===== src/rtl/issue_buffer_pkg.sv =====
// Shared types and sizes for the fetch-to-issue instruction buffer.
package issue_buffer_pkg;

    localparam int unsigned IssueBufDepth = 8;
    localparam int unsigned InstW         = 32;
    localparam int unsigned PcW           = 32;
    localparam int unsigned EntryW        = PcW + InstW;

    // Stored entry layout: pc in the upper half, inst in the lower half.
    typedef struct packed {
        logic [PcW-1:0]   pc;
        logic [InstW-1:0] inst;
    } entry_t;

    function automatic entry_t make_entry(logic [PcW-1:0] pc, logic [InstW-1:0] inst);
        entry_t e;
        e.pc   = pc;
        e.inst = inst;
        return e;
    endfunction

endpackage


===== src/rtl/issue_buffer_if.sv =====
// Fetch-side and issue-side signal bundle for issue_buffer.
interface issue_buffer_if #(
    parameter int unsigned DEPTH = 8
);
    localparam int unsigned PTR_W = $clog2(DEPTH);

    logic             flush_i;
    logic [1:0]       fetch_valid_i;
    logic [31:0]      fetch_inst0_i;
    logic [31:0]      fetch_inst1_i;
    logic [31:0]      fetch_pc0_i;
    logic [31:0]      fetch_pc1_i;
    logic             fetch_ready_o;
    logic             issue_valid0_o;
    logic             issue_valid1_o;
    logic [31:0]      issue_inst0_o;
    logic [31:0]      issue_inst1_o;
    logic [31:0]      issue_pc0_o;
    logic [31:0]      issue_pc1_o;
    logic             stall_i;
    logic             issue1_special_stall_i;
    logic [PTR_W:0]   count_o;

    // Environment side: fetch, issue stage and redirect control.
    modport master (
        output flush_i, fetch_valid_i, fetch_inst0_i, fetch_inst1_i, fetch_pc0_i, fetch_pc1_i,
        output stall_i, issue1_special_stall_i,
        input  fetch_ready_o, issue_valid0_o, issue_valid1_o, issue_inst0_o, issue_inst1_o,
        input  issue_pc0_o, issue_pc1_o, count_o
    );

    // Buffer side.
    modport slave (
        input  flush_i, fetch_valid_i, fetch_inst0_i, fetch_inst1_i, fetch_pc0_i, fetch_pc1_i,
        input  stall_i, issue1_special_stall_i,
        output fetch_ready_o, issue_valid0_o, issue_valid1_o, issue_inst0_o, issue_inst1_o,
        output issue_pc0_o, issue_pc1_o, count_o
    );

endinterface


===== src/rtl/pair_fifo_mem.sv =====
// DEPTH-entry storage with two write ports and two combinational read ports.
module pair_fifo_mem
    import issue_buffer_pkg::*;
#(
    parameter int unsigned DEPTH  = 8,
    parameter int unsigned WIDTH  = EntryW,
    localparam int unsigned ADDR_W = $clog2(DEPTH)
) (
    input  logic              clk,
    input  logic              we0,
    input  logic [ADDR_W-1:0] waddr0,
    input  logic [WIDTH-1:0]  wdata0,
    input  logic              we1,
    input  logic [ADDR_W-1:0] waddr1,
    input  logic [WIDTH-1:0]  wdata1,
    input  logic [ADDR_W-1:0] raddr0,
    output logic [WIDTH-1:0]  rdata0,
    input  logic [ADDR_W-1:0] raddr1,
    output logic [WIDTH-1:0]  rdata1
);

    logic [WIDTH-1:0] mem [DEPTH];

    // Contents need no reset; the owner tracks which entries are live.
    always_ff @(posedge clk) begin
        if (we0) mem[waddr0] <= wdata0;
        if (we1) mem[waddr1] <= wdata1;
    end

    assign rdata0 = mem[raddr0];
    assign rdata1 = mem[raddr1];

endmodule


===== src/rtl/issue_buffer.sv =====
// Dual-width instruction buffer: up to two pushes from fetch and two pops to issue per cycle.
module issue_buffer
    import issue_buffer_pkg::*;
#(
    parameter int unsigned DEPTH = IssueBufDepth
) (
    input  logic         clock_i,
    input  logic         reset_n_i,
    issue_buffer_if.slave bus
);

    localparam int unsigned PTR_W   = $clog2(DEPTH);
    localparam int unsigned COUNT_W = PTR_W + 1;
    localparam logic [COUNT_W-1:0] ReadyMax = COUNT_W'(DEPTH - 2);
    localparam logic [COUNT_W-1:0] CountTwo = COUNT_W'(2);

    logic [PTR_W-1:0]   head_q, head_d, tail_q, tail_d;
    logic [COUNT_W-1:0] count_q, count_d;
    logic [1:0]         push_n, pop_n;
    logic               fetch_ready, valid0, valid1;
    entry_t             rd0, rd1, wd0, wd1;

    // Everything visible to fetch/issue derives from registered state only.
    assign fetch_ready = (count_q <= ReadyMax);
    assign valid0      = (count_q != '0);
    assign valid1      = (count_q >= CountTwo);

    always_comb begin
        push_n = 2'd0;
        if (fetch_ready && bus.fetch_valid_i[0] && !bus.flush_i) begin
            push_n = bus.fetch_valid_i[1] ? 2'd2 : 2'd1;
        end

        pop_n = 2'd0;
        if (!bus.stall_i && !bus.flush_i && valid0) begin
            pop_n = (!valid1 || bus.issue1_special_stall_i) ? 2'd1 : 2'd2;
        end
    end

    always_comb begin
        head_d  = head_q + PTR_W'(pop_n);
        tail_d  = tail_q + PTR_W'(push_n);
        count_d = count_q + COUNT_W'(push_n) - COUNT_W'(pop_n);
        if (bus.flush_i) begin
            head_d  = '0;
            tail_d  = '0;
            count_d = '0;
        end
    end

    always_ff @(posedge clock_i or negedge reset_n_i) begin
        if (!reset_n_i) begin
            head_q  <= '0;
            tail_q  <= '0;
            count_q <= '0;
        end else begin
            head_q  <= head_d;
            tail_q  <= tail_d;
            count_q <= count_d;
        end
    end

    assign wd0 = make_entry(bus.fetch_pc0_i, bus.fetch_inst0_i);
    assign wd1 = make_entry(bus.fetch_pc1_i, bus.fetch_inst1_i);

    // Writes land only in free slots, so a same-cycle pop never sees them.
    pair_fifo_mem #(
        .DEPTH (DEPTH),
        .WIDTH (EntryW)
    ) u_mem (
        .clk    (clock_i),
        .we0    (push_n != 2'd0),
        .waddr0 (tail_q),
        .wdata0 (wd0),
        .we1    (push_n == 2'd2),
        .waddr1 (tail_q + PTR_W'(1)),
        .wdata1 (wd1),
        .raddr0 (head_q),
        .rdata0 (rd0),
        .raddr1 (head_q + PTR_W'(1)),
        .rdata1 (rd1)
    );

    assign bus.fetch_ready_o  = fetch_ready;
    assign bus.issue_valid0_o = valid0;
    assign bus.issue_valid1_o = valid1;
    assign bus.issue_inst0_o  = valid0 ? rd0.inst : '0;
    assign bus.issue_pc0_o    = valid0 ? rd0.pc   : '0;
    assign bus.issue_inst1_o  = valid1 ? rd1.inst : '0;
    assign bus.issue_pc1_o    = valid1 ? rd1.pc   : '0;
    assign bus.count_o        = count_q;

endmodule

===== src/flat_wrapper.sv =====
// flat-port wrapper written by rule: the top's interface ports become plain ports
module issue_buffer_flat import issue_buffer_pkg::*;
#(
    parameter int unsigned DEPTH = IssueBufDepth
)
  (clock_i, reset_n_i, bus_flush_i, bus_fetch_valid_i, bus_fetch_inst0_i, bus_fetch_inst1_i, bus_fetch_pc0_i, bus_fetch_pc1_i, bus_stall_i, bus_issue1_special_stall_i, bus_fetch_ready_o, bus_issue_valid0_o, bus_issue_valid1_o, bus_issue_inst0_o, bus_issue_inst1_o, bus_issue_pc0_o, bus_issue_pc1_o, bus_count_o);
  issue_buffer_if #(.DEPTH(DEPTH)) bus_i ();
  input  logic clock_i;
  input  logic reset_n_i;
  input wire logic [$bits(bus_i.flush_i)-1:0] bus_flush_i;
  input wire logic [$bits(bus_i.fetch_valid_i)-1:0] bus_fetch_valid_i;
  input wire logic [$bits(bus_i.fetch_inst0_i)-1:0] bus_fetch_inst0_i;
  input wire logic [$bits(bus_i.fetch_inst1_i)-1:0] bus_fetch_inst1_i;
  input wire logic [$bits(bus_i.fetch_pc0_i)-1:0] bus_fetch_pc0_i;
  input wire logic [$bits(bus_i.fetch_pc1_i)-1:0] bus_fetch_pc1_i;
  input wire logic [$bits(bus_i.stall_i)-1:0] bus_stall_i;
  input wire logic [$bits(bus_i.issue1_special_stall_i)-1:0] bus_issue1_special_stall_i;
  output wire logic [$bits(bus_i.fetch_ready_o)-1:0] bus_fetch_ready_o;
  output wire logic [$bits(bus_i.issue_valid0_o)-1:0] bus_issue_valid0_o;
  output wire logic [$bits(bus_i.issue_valid1_o)-1:0] bus_issue_valid1_o;
  output wire logic [$bits(bus_i.issue_inst0_o)-1:0] bus_issue_inst0_o;
  output wire logic [$bits(bus_i.issue_inst1_o)-1:0] bus_issue_inst1_o;
  output wire logic [$bits(bus_i.issue_pc0_o)-1:0] bus_issue_pc0_o;
  output wire logic [$bits(bus_i.issue_pc1_o)-1:0] bus_issue_pc1_o;
  output wire logic [$bits(bus_i.count_o)-1:0] bus_count_o;
  assign bus_i.flush_i = bus_flush_i;
  assign bus_i.fetch_valid_i = bus_fetch_valid_i;
  assign bus_i.fetch_inst0_i = bus_fetch_inst0_i;
  assign bus_i.fetch_inst1_i = bus_fetch_inst1_i;
  assign bus_i.fetch_pc0_i = bus_fetch_pc0_i;
  assign bus_i.fetch_pc1_i = bus_fetch_pc1_i;
  assign bus_i.stall_i = bus_stall_i;
  assign bus_i.issue1_special_stall_i = bus_issue1_special_stall_i;
  assign bus_fetch_ready_o = bus_i.fetch_ready_o;
  assign bus_issue_valid0_o = bus_i.issue_valid0_o;
  assign bus_issue_valid1_o = bus_i.issue_valid1_o;
  assign bus_issue_inst0_o = bus_i.issue_inst0_o;
  assign bus_issue_inst1_o = bus_i.issue_inst1_o;
  assign bus_issue_pc0_o = bus_i.issue_pc0_o;
  assign bus_issue_pc1_o = bus_i.issue_pc1_o;
  assign bus_count_o = bus_i.count_o;
  issue_buffer #(.DEPTH(DEPTH)) u_core (.clock_i(clock_i), .reset_n_i(reset_n_i), .bus(bus_i));
endmodule

===== config.mk =====
export PLATFORM = sky130hd
export DESIGN_NAME = issue_buffer_flat
export DESIGN_NICKNAME = d
export VERILOG_FILES = /design/src/rtl/issue_buffer_pkg.sv /design/src/rtl/issue_buffer_if.sv /design/src/rtl/pair_fifo_mem.sv /design/src/rtl/issue_buffer.sv /design/src/flat_wrapper.sv
export SDC_FILE = /design/constraint.sdc
export NUM_CORES = 1
export LEC_CHECK = 0
export BUFFER_PORTS_ARGS = -buffer_cell sky130_fd_sc_hd__buf_4
export CORE_MARGIN = 2
export CORE_UTILIZATION = 55
export CTS_CLUSTER_SIZE = 12
export DETAILED_ROUTE_END_ITERATION = 16
export GPL_TIMING_DRIVEN = 0
export PLACE_DENSITY = 0.71
export SLEW_MARGIN = 20
export SYNTH_ARGS = -nofsm -noshare
export SYNTH_HDL_FRONTEND = slang
export SYNTH_SLANG_ARGS = --single-unit
export TNS_END_PERCENT = 5

===== constraint.sdc =====
create_clock -name clock_i -period 6.43 [get_ports clock_i]
set_input_delay 1.286 -clock clock_i [delete_from_list [all_inputs] [get_ports clock_i]]
set_output_delay 1.286 -clock clock_i [all_outputs]
set_load 0.01 [all_outputs]

==> results.sh <==
export IMPL_synth_area_leaders="edfxtp_1 (50%), mux2_2 (19%), mux4_2 (9.4%)"
export IMPL_path_max_fanout=10
export IMPL_avgRoutedWirePerCell_um=29.75
export IMPL_synth_most_common_cell="nand2_1"
export IMPL_yosysTopAreaCell="edfxtp_1"
export IMPL_fin_util=0.6594
export IMPL_powerDensity_mw_per_mm2=291.9
export IMPL_antenna_left=0
export IMPL_ys_ff_latch=522
export IMPL_dr_first_iter_drc_count=3133
export IMPL_routed_via_density=6.656
export IMPL_clock_fmax_mhz=189.4
export IMPL_root_buffer="clkbuf_16"
export IMPL_crit_family="simple AND/OR/NAND/NOR gates"
export IMPL_arrival_ps=3990
export IMPL_syn_instance_count=2407
export IMPL_io_pins=270
export IMPL_core_area_mm2=0.05509
export IMPL_antenna_found_initial=8
export IMPL_synth_yosys_seq_area_share=0.5096
export IMPL_holdWs_ps=455.7
export IMPL_drcViolationCount=0
export IMPL_crit_buf_inv=4
export IMPL_placedCellCount=3457
export IMPL_required_ps=5140
export IMPL_grt_max_degree=19
export IMPL_ys_flop_type="edfxtp_1"
export IMPL_endpoint_kind="output pin"
export IMPL_clock_sinks=522
export IMPL_num_rows=86
export IMPL_slew_headroom=0.2391
export IMPL_wirelength_um=106200
export IMPL_die_h_um=240.1
export IMPL_slowest_delay_ps=680
export IMPL_synthTopCellsByCount="nand2_1 (516), edfxtp_1 (512), mux2_2 (507)"
export IMPL_track_usage=0.3654
export IMPL_grt_overflow=0
export IMPL_htree_levels=2
export IMPL_final_hold_viol_count=0
export IMPL_fin_nets=2918
export IMPL_syn_nets=2556
export IMPL_area_growth_pct=18.49
export IMPL_finClkSkew_ps=26.02
export IMPL_syn_area_mm2=0.03066
export IMPL_clock_path_buffers=3
export IMPL_place_hpwl_um=66270
export IMPL_worstSkewPairLatency_ps=650
export IMPL_layout_cells_non_filler=3569
export IMPL_drive_gt1_frac=0.4001
export IMPL_p_leak_nw=13.17
export IMPL_rsz0062_at_grt="no"
export IMPL_post_route_period_util=0.8210
export IMPL_cts_setup_buffers=0
export IMPL_postSynth_asyncResetShare=0.01916
export IMPL_cp_cell_sequence="inv_1, ha_1, nor2b_2, inv_2, nand3_1, clkbuf_1, a21oi_1, or4_1, buf_4"
export IMPL_report_final_slew_viol_count=0
export IMPL_status="finished, final reports clean"
export IMPL_ir_drop_mv=0.2190
export IMPL_ctsResizeCount=0
export IMPL_holdCritPathClass="primary input to async pin"
export IMPL_dp_slack_ps=1998
export IMPL_drt_pre_antenna_iters=6
export IMPL_grt_pass1_vias=23746
export IMPL_cts_tree="yes"
export IMPL_synth_cell_type_count=40
export IMPL_cts_made_buffers=58
export IMPL_cp_slowest_cell="clkbuf_1"
export IMPL_die_area_mm2=0.05765
export IMPL_die_w_um=240.1
export IMPL_cp_start_kind="flip-flop"
export IMPL_holdBufCountCts=0
export IMPL_grt_pass1_wl_um=151300
export IMPL_synth_top_area_share=0.5014
export IMPL_port_buffers=269
export IMPL_setup_viol=0
export IMPL_worstSetupPathType="flip-flop to output pin"
export IMPL_setup_ws_ps=1151
export IMPL_synth_avg_cell_area_um2=12.74
export IMPL_place_congestion=0.8890
export IMPL_yosys_warnings=0
export IMPL_num_vias=23755
export IMPL_cap_violations=0
export IMPL_initial_core_util=0.5565
export IMPL_min_period_ps=5279
export IMPL_synth_edf_count=512
export IMPL_path_clk_slew_ps=60
export IMPL_worst_pin_slew_ps=1141
registers in the layout (all words and copies together) (netlist names):
name	flops
u_core.bus.count_o	4
u_core.head_q	3
u_core.tail_q	3
u_core.u_mem.mem	512
kinds of logic after synthesis:
logic type | after synthesis | synth area share
mux | 705 | 0.3033
simple gates | 696 | 0.09773
flops | 522 | 0.5096
compound gates | 267 | 0.04391
buf+inv | 195 | 0.03652
fa+ha+maj | 14 | 0.006692
xor+xnor | 8 | 0.002285
report_power, final:
group	internal (W)	switching, W
clock	0.00187	0.00142
sequential	0.00387	0.0000682
combinational	0.00142	0.00195
total	0.00716	0.00344
cell usage in the layout (no fill, tap or decap), drive strengths merged:
cell / instances
nand3b: 3
nor2: 84
a21o: 1
ha: 10
a31oi: 1
diode: 4
edfxtp: 512
a21oi: 263
mux4: 128
xor2: 3
mux2i: 65
nor2b: 7
a22oi: 1
nand4b: 2
clkbuf: 144
nand4: 4
and2b: 1
bufinv: 4
or3: 1
dfrtp: 10
nand2: 516
nor3b: 1
fa: 4
or4: 64
nor3: 3
buf: 412
and2: 2
a32oi: 1
clkinv: 31
nand3: 7
mux2: 512
inv: 12
nor4: 1
clkinvlp: 2
xnor2: 5
final timing paths:
kind	from	cells after the start	end	slack, ps
min in group clock_i	u_core.head_q[0]$_DFF_PN0_	2	u_core.head_q[0]$_DFF_PN0_	670
max in group asynchronous	reset_n_i	1	u_core.tail_q[1]$_DFF_PN0_	5810
min reg2reg	u_core.head_q[0]$_DFF_PN0_	2	u_core.head_q[0]$_DFF_PN0_	670
max reg2reg	u_core.bus.count_o[3]$_DFF_PN0_	10	u_core.u_mem.mem[3][31]$_DFFE_PP_	2780
min	reset_n_i	1	u_core.tail_q[2]$_DFF_PN0_	460
max	u_core.bus.count_o[2]$_DFF_PN0_	9	bus_issue_inst1_o[15]	1150
metal layers:
layer / track usage / vias to the layer above / routed length, µm / share of wire
met3: 0.08599 / 398 / 13280 / 0.13
met5: 0 / - / 69 / 0.00065
met4: 0.1760 / 10 / 5220 / 0.049
met2: 0.5771 / 1892 / 49790 / 0.47
met1: 0.4776 / 11651 / 37810 / 0.36
li1: - / 9804 / - / -
final cells by class:
| class | instances | area (µm²) |
|---|---|---|
| inverters | 12 | 45.04 |
| clock buffers | 71 | 1564 |
| well taps | 748 | 935.9 |
| diodes | 4 | 10.01 |
| plain buffers | 183 | 1075 |
| fillers | 4192 | 18760 |
| repair buffers | 302 | 2818 |
| multi-input cells | 1690 | 13980 |
| flip-flops and latches | 522 | 15630 |
| clock inverters | 37 | 272.8 |
metrics by stage:
| step | power (W) | instance area (µm²) | TNS [ps] |
|---|---|---|---|
| 2_1_floorplan | 0.005660 | 30660 | 0 |
| 3_3_place_gp | 0.007220 | 33620 | -1463230 |
| 3_5_place_dp | 0.007298 | 34480 | 0 |
| 4_1_cts | 0.01052 | 36320 | 0 |
| 5_1_grt | 0.01089 | 36320 | 0 |
| 6_report | 0.01060 | 36330 | 0 |
Power figures use the tool's default switching activity.
